[src/rtl/score_bcd_digits_pkg.sv]
// Shared types and helpers for the score-to-BCD digit feeder.
// Optional feature macro used by the top: LEADING_ZERO_BLANK_EN.
package score_pkg;

  typedef enum logic [1:0] {
    ST_IDLE,
    ST_CONVERT,
    ST_HOLD
  } state_t;

  typedef logic [3:0] bcd_digit_t;

  // Integer power of ten, evaluated at elaboration to size the saturation limit.
  function automatic int pow10(input int n);
    int r;
    r = 1;
    for (int i = 0; i < n; i++) r = r * 10;
    return r;
  endfunction

endpackage

[src/rtl/score_bcd_digits_double_dabble_step.sv]
// One double-dabble iteration: add 3 to every digit >= 5, then shift the
// accumulator left by one bit, pulling in the next binary bit at the bottom.
module double_dabble_step
  import score_pkg::*;
#(
  parameter int NUM_DIGITS = 4
) (
  input  logic [4*NUM_DIGITS-1:0] acc,
  input  logic                    bit_in,
  output logic [4*NUM_DIGITS-1:0] acc_next
);

  function automatic bcd_digit_t add3(input bcd_digit_t d);
    return (d >= 4'd5) ? bcd_digit_t'(d + 4'd3) : d;
  endfunction

  logic [4*NUM_DIGITS-1:0] adjusted;

  // Per-digit correction followed by the one-bit shift.
  always_comb begin
    // NOTE: default assignment first so no path leaves adjusted unassigned (no latch).
    adjusted = '0;
    for (int i = 0; i < NUM_DIGITS; i++) begin
      adjusted[4*i +: 4] = add3(acc[4*i +: 4]);
    end
    acc_next = {adjusted[4*NUM_DIGITS-2:0], bit_in};
  end

endmodule

[src/rtl/score_bcd_digits.sv]
// Binary score to packed BCD digits, one bit per cycle, committed to the
// outputs only at a frame boundary so the digit sprites see a stable value.
// Macro LEADING_ZERO_BLANK_EN enables the leading-zero blank flags;
// without it digit_blank_out is tied to zero.
module score_bcd_digits
  import score_pkg::*;
#(
  parameter int BIN_WIDTH  = 14,
  parameter int NUM_DIGITS = 4
) (
  input  logic                    pixel_clk_in,
  input  logic                    rst_n_in,
  input  logic [BIN_WIDTH-1:0]    score_in,
  input  logic                    score_valid_in,
  input  logic                    frame_start_in,
  output logic                    busy_out,
  output logic [4*NUM_DIGITS-1:0] digits_out,
  output logic [NUM_DIGITS-1:0]   digit_blank_out,
  output logic                    overflow_out
);

  localparam int ACC_W   = 4 * NUM_DIGITS;
  localparam int MAX_VAL = pow10(NUM_DIGITS) - 1;
  localparam int CNT_W   = (BIN_WIDTH > 1) ? $clog2(BIN_WIDTH) : 1;
  // Wide enough that neither the score nor the limit is truncated in the compare.
  localparam int CMP_W   = BIN_WIDTH + 32;

  localparam logic [CMP_W-1:0] MAX_EXT       = CMP_W'(unsigned'(MAX_VAL));
  localparam logic [CMP_W-1:0] SCORE_TOP_EXT = CMP_W'({BIN_WIDTH{1'b1}});
  // When the input range cannot exceed the limit, saturation logic folds away.
  localparam bit               OVF_POSSIBLE  = (SCORE_TOP_EXT > MAX_EXT);
  localparam logic [CNT_W-1:0] CNT_LAST      = CNT_W'(BIN_WIDTH - 1);

  state_t               state;
  logic [BIN_WIDTH-1:0] shreg;
  logic [ACC_W-1:0]     acc;
  logic [ACC_W-1:0]     acc_next;
  logic [CNT_W-1:0]     cnt;
  logic                 ovf_pend;
  logic                 slot_full;
  logic [BIN_WIDTH-1:0] slot_val;
  logic                 slot_ovf;

  logic [CMP_W-1:0]     score_ext;
  logic                 req_ovf;
  logic [BIN_WIDTH-1:0] req_val;
  logic                 commit;

  assign score_ext = CMP_W'(score_in);
  assign req_ovf   = OVF_POSSIBLE && (score_ext > MAX_EXT);
  assign req_val   = req_ovf ? MAX_EXT[BIN_WIDTH-1:0] : score_in;
  assign commit    = (state == ST_HOLD) && frame_start_in;

  double_dabble_step #(
    .NUM_DIGITS(NUM_DIGITS)
  ) u_step (
    .acc      (acc),
    .bit_in   (shreg[BIN_WIDTH-1]),
    .acc_next (acc_next)
  );

  // Conversion FSM with registered busy, digit and overflow outputs.
  always_ff @(posedge pixel_clk_in or negedge rst_n_in) begin
    if (!rst_n_in) begin
      // NOTE: sequential state uses non-blocking assignments only.
      state        <= ST_IDLE;
      shreg        <= '0;
      acc          <= '0;
      cnt          <= '0;
      ovf_pend     <= 1'b0;
      slot_full    <= 1'b0;
      slot_val     <= '0;
      slot_ovf     <= 1'b0;
      busy_out     <= 1'b0;
      digits_out   <= '0;
      overflow_out <= 1'b0;
    end else begin
      case (state)
        ST_IDLE: begin
          if (score_valid_in) begin
            shreg    <= req_val;
            ovf_pend <= req_ovf;
            acc      <= '0;
            cnt      <= '0;
            busy_out <= 1'b1;
            state    <= ST_CONVERT;
          end
        end

        ST_CONVERT: begin
          acc   <= acc_next;
          shreg <= {shreg[BIN_WIDTH-2:0], 1'b0};
          cnt   <= cnt + 1'b1;
          // Later requests overwrite the one-deep slot.
          if (score_valid_in) begin
            slot_full <= 1'b1;
            slot_val  <= req_val;
            slot_ovf  <= req_ovf;
          end
          if (cnt == CNT_LAST) begin
            if (score_valid_in || slot_full) begin
              // A newer score is waiting: drop this result and start over.
              shreg     <= score_valid_in ? req_val : slot_val;
              ovf_pend  <= score_valid_in ? req_ovf : slot_ovf;
              acc       <= '0;
              cnt       <= '0;
              slot_full <= 1'b0;
            end else begin
              busy_out <= 1'b0;
              state    <= ST_HOLD;
            end
          end
        end

        ST_HOLD: begin
          if (commit) begin
            digits_out   <= acc;
            overflow_out <= ovf_pend;
          end
          if (score_valid_in) begin
            shreg    <= req_val;
            ovf_pend <= req_ovf;
            acc      <= '0;
            cnt      <= '0;
            busy_out <= 1'b1;
            state    <= ST_CONVERT;
          end else if (frame_start_in) begin
            state <= ST_IDLE;
          end
        end

        default: state <= ST_IDLE;
      endcase
    end
  end

`ifdef LEADING_ZERO_BLANK_EN
  // Digit i (i >= 1) blanks when it and every higher digit are zero.
  function automatic logic [NUM_DIGITS-1:0] calc_blank(input logic [ACC_W-1:0] d);
    logic [NUM_DIGITS-1:0] b;
    logic                  zero_above;
    b          = '0;
    zero_above = 1'b1;
    for (int i = NUM_DIGITS - 1; i >= 1; i--) begin
      zero_above = zero_above && (d[4*i +: 4] == 4'd0);
      b[i]       = zero_above;
    end
    return b;
  endfunction

  // Blank flags commit together with the digits.
  always_ff @(posedge pixel_clk_in or negedge rst_n_in) begin
    if (!rst_n_in) begin
      digit_blank_out <= {{(NUM_DIGITS-1){1'b1}}, 1'b0};
    end else if (commit) begin
      digit_blank_out <= calc_blank(acc);
    end
  end
`else
  assign digit_blank_out = '0;
`endif

endmodule

[config.mk]
export PLATFORM = sky130hd
export DESIGN_NAME = score_bcd_digits
export DESIGN_NICKNAME = d
export VERILOG_FILES = /design/src/rtl/score_bcd_digits_pkg.sv /design/src/rtl/score_bcd_digits_double_dabble_step.sv /design/src/rtl/score_bcd_digits.sv
export SDC_FILE = /design/constraint.sdc
export NUM_CORES = 1
export LEC_CHECK = 0
export ABC_AREA = 1
export BUFFER_PORTS_ARGS = -buffer_cell sky130_fd_sc_hd__buf_2
export CAP_MARGIN = 10
export CORE_ASPECT_RATIO = 2
export CORE_MARGIN = 5
export CORE_UTILIZATION = 40
export CTS_BUF_LIST = sky130_fd_sc_hd__clkbuf_16
export CTS_CLUSTER_DIAMETER = 40
export CTS_CLUSTER_SIZE = 10
export DETAILED_ROUTE_END_ITERATION = 8
export HOLD_SLACK_MARGIN = 0.06
export SYNTH_ARGS = -nofsm -noshare
export SYNTH_HDL_FRONTEND = slang
export SYNTH_HIERARCHICAL = 1
export SYNTH_SLANG_ARGS = --single-unit
[constraint.sdc]
create_clock -name pixel_clk_in -period 3.4 [get_ports pixel_clk_in]
set_clock_uncertainty 0.2 [all_clocks]
set_input_delay 1.02 -clock pixel_clk_in [delete_from_list [all_inputs] [get_ports pixel_clk_in]]
set_output_delay 1.02 -clock pixel_clk_in [all_outputs]
set_load 0.03 [all_outputs]
==> key figures <==
Worst setup path
  – Crit Reg-Reg Startpoint: state[0]
  – FF-to-FF End: ovf_pend
  – Startpoint types: register
  – Flop2flop setup slack: 0.96 ns
  – Crit-path max FO: 37
  – Largest stage delay, worst path: 0.50 ns
  – Critical Path Sink Type: register
  – WP data arrival: 2.50 ns
  – CP Class: reg -> reg
  – Crit path max-delay cell type: nand2_4
  – R2r worst-path depth: 7
  – Data required, critical path: 3.47 ns
  – Crit path to: ovf_pend
  – Most frequent CP cell: nand2_1
  – CP Cell Sequence: inv_2 > nand2_1 > nand2_4 > nand2_1 > a21oi_1 > o21ai_1 > nand2_1
  – Critical path origin: state[0]

Timing
  – FMAX: roughly 410 MHz
  – Final setup violating endpoints: 0
  – Fin. Hold Viols: 0
  – Final Max Tran Viols: 0
  – Post-layout min period: 2.44 ns
  – Period utilization: 71.7%
  – RSZ-0062 raised after global routing: false
  – Fin Setup TNS: 0 ns

Synthesis
  – Synth warn: 6
  – Number of synthesized register bits: 71
  – Top cells by area, synth: dfrtp_1 46%, nand2_1 12%, o21ai_0 7.0%
  – Number of distinct library cells after synthesis: 34
  – Ys async rst share: 100%
  – Top_reg_cell synth: dfrtp_1
  – Register area share after synthesis: 45.7%
  – Most common cell in the synthesized netlist: nand2_1
  – Synth cell count leaders: 124 x nand2_1, 71 x dfrtp_1, 54 x o21ai_0, 52 x nor2_1, 48 x inv_1
  – Average size of a mapped cell: 7.85 um^2
  – Mapped Cells: 495
  – Synth top area share: 45.7%
  – Post-synth EDFFs: 0
  – Synth area leader: dfrtp_1
  – Cell Area, Synth: 3880 um^2

Floorplan
  – Core Area: 9640 um^2
  – Die area: approximately 12000 um^2
  – Die Y: 149 um
  – Core Rows: 51
  – Die Width: 79.7 um
  – I/O Pins: 40
  – Initial Util: 40.3%

Final layout
  – Final net count: 550
  – Number of antenna repair diodes: 0
  – Share of cells above drive strength 1: 15.9%
  – Final core occ: 45.5%
  – Syn-to-layout area delta: 12.9%

Job
  – Max-cap violations: 0

Drt
  – Total Wirelength: 9080 um
  – DR WL/cell: 13.8 um
  – Post-DRT Antenna Nets: 0
  – 1st-iter DRT viols: 163
  – DRC Markers: 0
  – Vias per cell: between 4 and 5
  – First-pass DRT Iterations: 4
  – Via count: about 3200

Outcome
  – Outcome: completed

Pwr
  – Peak supply drop: around 0.40 mV
  – Power density over the cells: between 800 and 900 nW/um^2
  – Leakage: 2.20 nW

Global route
  – Initial antenna violation count: 0
  – Gr ovfl total: 0
  – First-pass GRT wire length: approximately 16000 um
  – Largest net degree at the start of global routing: 72
  – Gr usage total: about 17%
  – Vias in the first global route: 3321

Clock tree
  – Clk root buf: clkbuf_16
  – CTS sink count: 71
  – CTS tree: built
  – Hold_buf cts: 0
  – Postcts setup bufs: 0
  – TritonCTS buffer count: 9
  – Clock-pin slew of the registers on the worst-case setup and hold paths: roughly 0.060 ns
  – Clk_lat worst skew: 0.33 ns
  – CTS Buffer Depth: 2
  – Post-cts resize count: 0
  – CTS H-tree depth: 3

Placement
  – Port bufs: 35
  – RePlAce Congestion: 0.789
  – Hpwl dp: 6360 um

Hold path
  – Hold Path Class: reg -> reg
-- cell type report --
class                   count  area [um^2]
multi-input cells         347         1740
clock buffers               9          225
clock inverters             7         55.1
inverters                  55          209
fillers                   942         5250
repair buffers             38          210
well taps                 132          165
flip-flops and latches     71         1780
-- flip-flops by register name (all words and copies together), names as in the netlist --
name,flops
acc,16
digits_out,16
shreg,14
slot_val,14
cnt,4
state,2
busy_out,1
overflow_out,1
ovf_pend,1
slot_full,1
slot_ovf,1
-- how the worst min path moves through the flow --
stage	start	end	slack (ns)	depth (start not counted)
floorplan	slot_val[0]	slot_val[0]	0.24	2
global placement	busy_out	busy_out	0.25	2
detailed placement	slot_val[0]	slot_val[0]	0.26	2
CTS	slot_val[0]	slot_val[0]	0.27	2
global route	digits_out[15]	digits_out[15]	0.30	2
finish	busy_out	busy_out	0.27	2
-- placed cells by master, fill, tap and decap left out, types with 2 or more instances in the layout --
master     synthesis  routed
xor2_1             2       2
nor2_1            52      52
buf_2              7      35
buf_4              9       2
a21oi_1           19      19
nand2_1          124     124
clkbuf_16          0       9
a21oi_2            2       2
or2_2              7       7
nand2_2            3       3
nand2_4            2       2
o21ai_2            3       3
a31oi_1            5       5
nor2_8             2       2
inv_2              6       6
dfrtp_1           71      71
o21ai_0           54      54
o22ai_1            3       3
nand3_1           28      28
clkinv_1           0       3
conb_1             1       4
clkinv_2           0       2
nand4_1            2       2
nor2_4             5       5
o21ai_1           13      13
ha_1              10      10
inv_1             48      49
-- per-stage QoR --
| stage | power (mW) | instances | hold slack (ns) | instance area, um^2 | setup WS (ns) |
|---|---|---|---|---|---|
| global placement | 2.81 | 643 | 0.251 | 4110 | 0.732 |
| finish | 3.76 | 659 | 0.271 | 4390 | 0.963 |
| CTS | 3.80 | 659 | 0.274 | 4390 | 0.957 |
| detailed placement | 2.88 | 643 | 0.258 | 4110 | 0.732 |
| global route | 4.10 | 659 | 0.304 | 4390 | 0.785 |
| floorplan | 2.57 | 498 | 0.241 | 3900 | 1.26 |
-- critical path: cells and delay by family, from the launching register on --
kind / cells / cell delay (ns)
DFF: 1 / 0.44
and+or+nand+nor: 4 / 1.13
buffers and inverters: 1 / 0.39
AOI/OAI and AO/OA: 2 / 0.21
-- cells by family (layout without fill, tap and decap cells) --
| family | count (synthesis) | count (layout) | synth area share (%) |
|---|---|---|---|
| xor gates and xnor gates | 3 | 3 | 0.676 |
| muxes | 1 | 1 | 0.290 |
| adders and majority gates | 10 | 10 | 3.22 |
| and+or+nand+nor | 228 | 228 | 26.4 |
| other | 1 | 4 | 0.0965 |
| DFF | 71 | 71 | 45.7 |
| buffers and inverters | 80 | 109 | 9.66 |
| AOI/OAI and AO/OA | 101 | 101 | 13.9 |
-- report_power, final --
group          internal [mW]  total (mW)  leakage, nW  switching [mW]
Sequential              1.15        1.39        0.885           0.235
Clock                  0.555       0.905        0.143           0.350
Combinational          0.541        1.47         1.17           0.928
-- per-layer routing --
layer	part of all wire [%]	vias up	GRT usage (%)
met5	0	-	0
met4	2.1	0	6.97
met3	3.4	18	2.90
met2	53	62	30.7
met1	41	1544	18.6
li1	-	1625	-
Power figures use the tool's default switching activity.
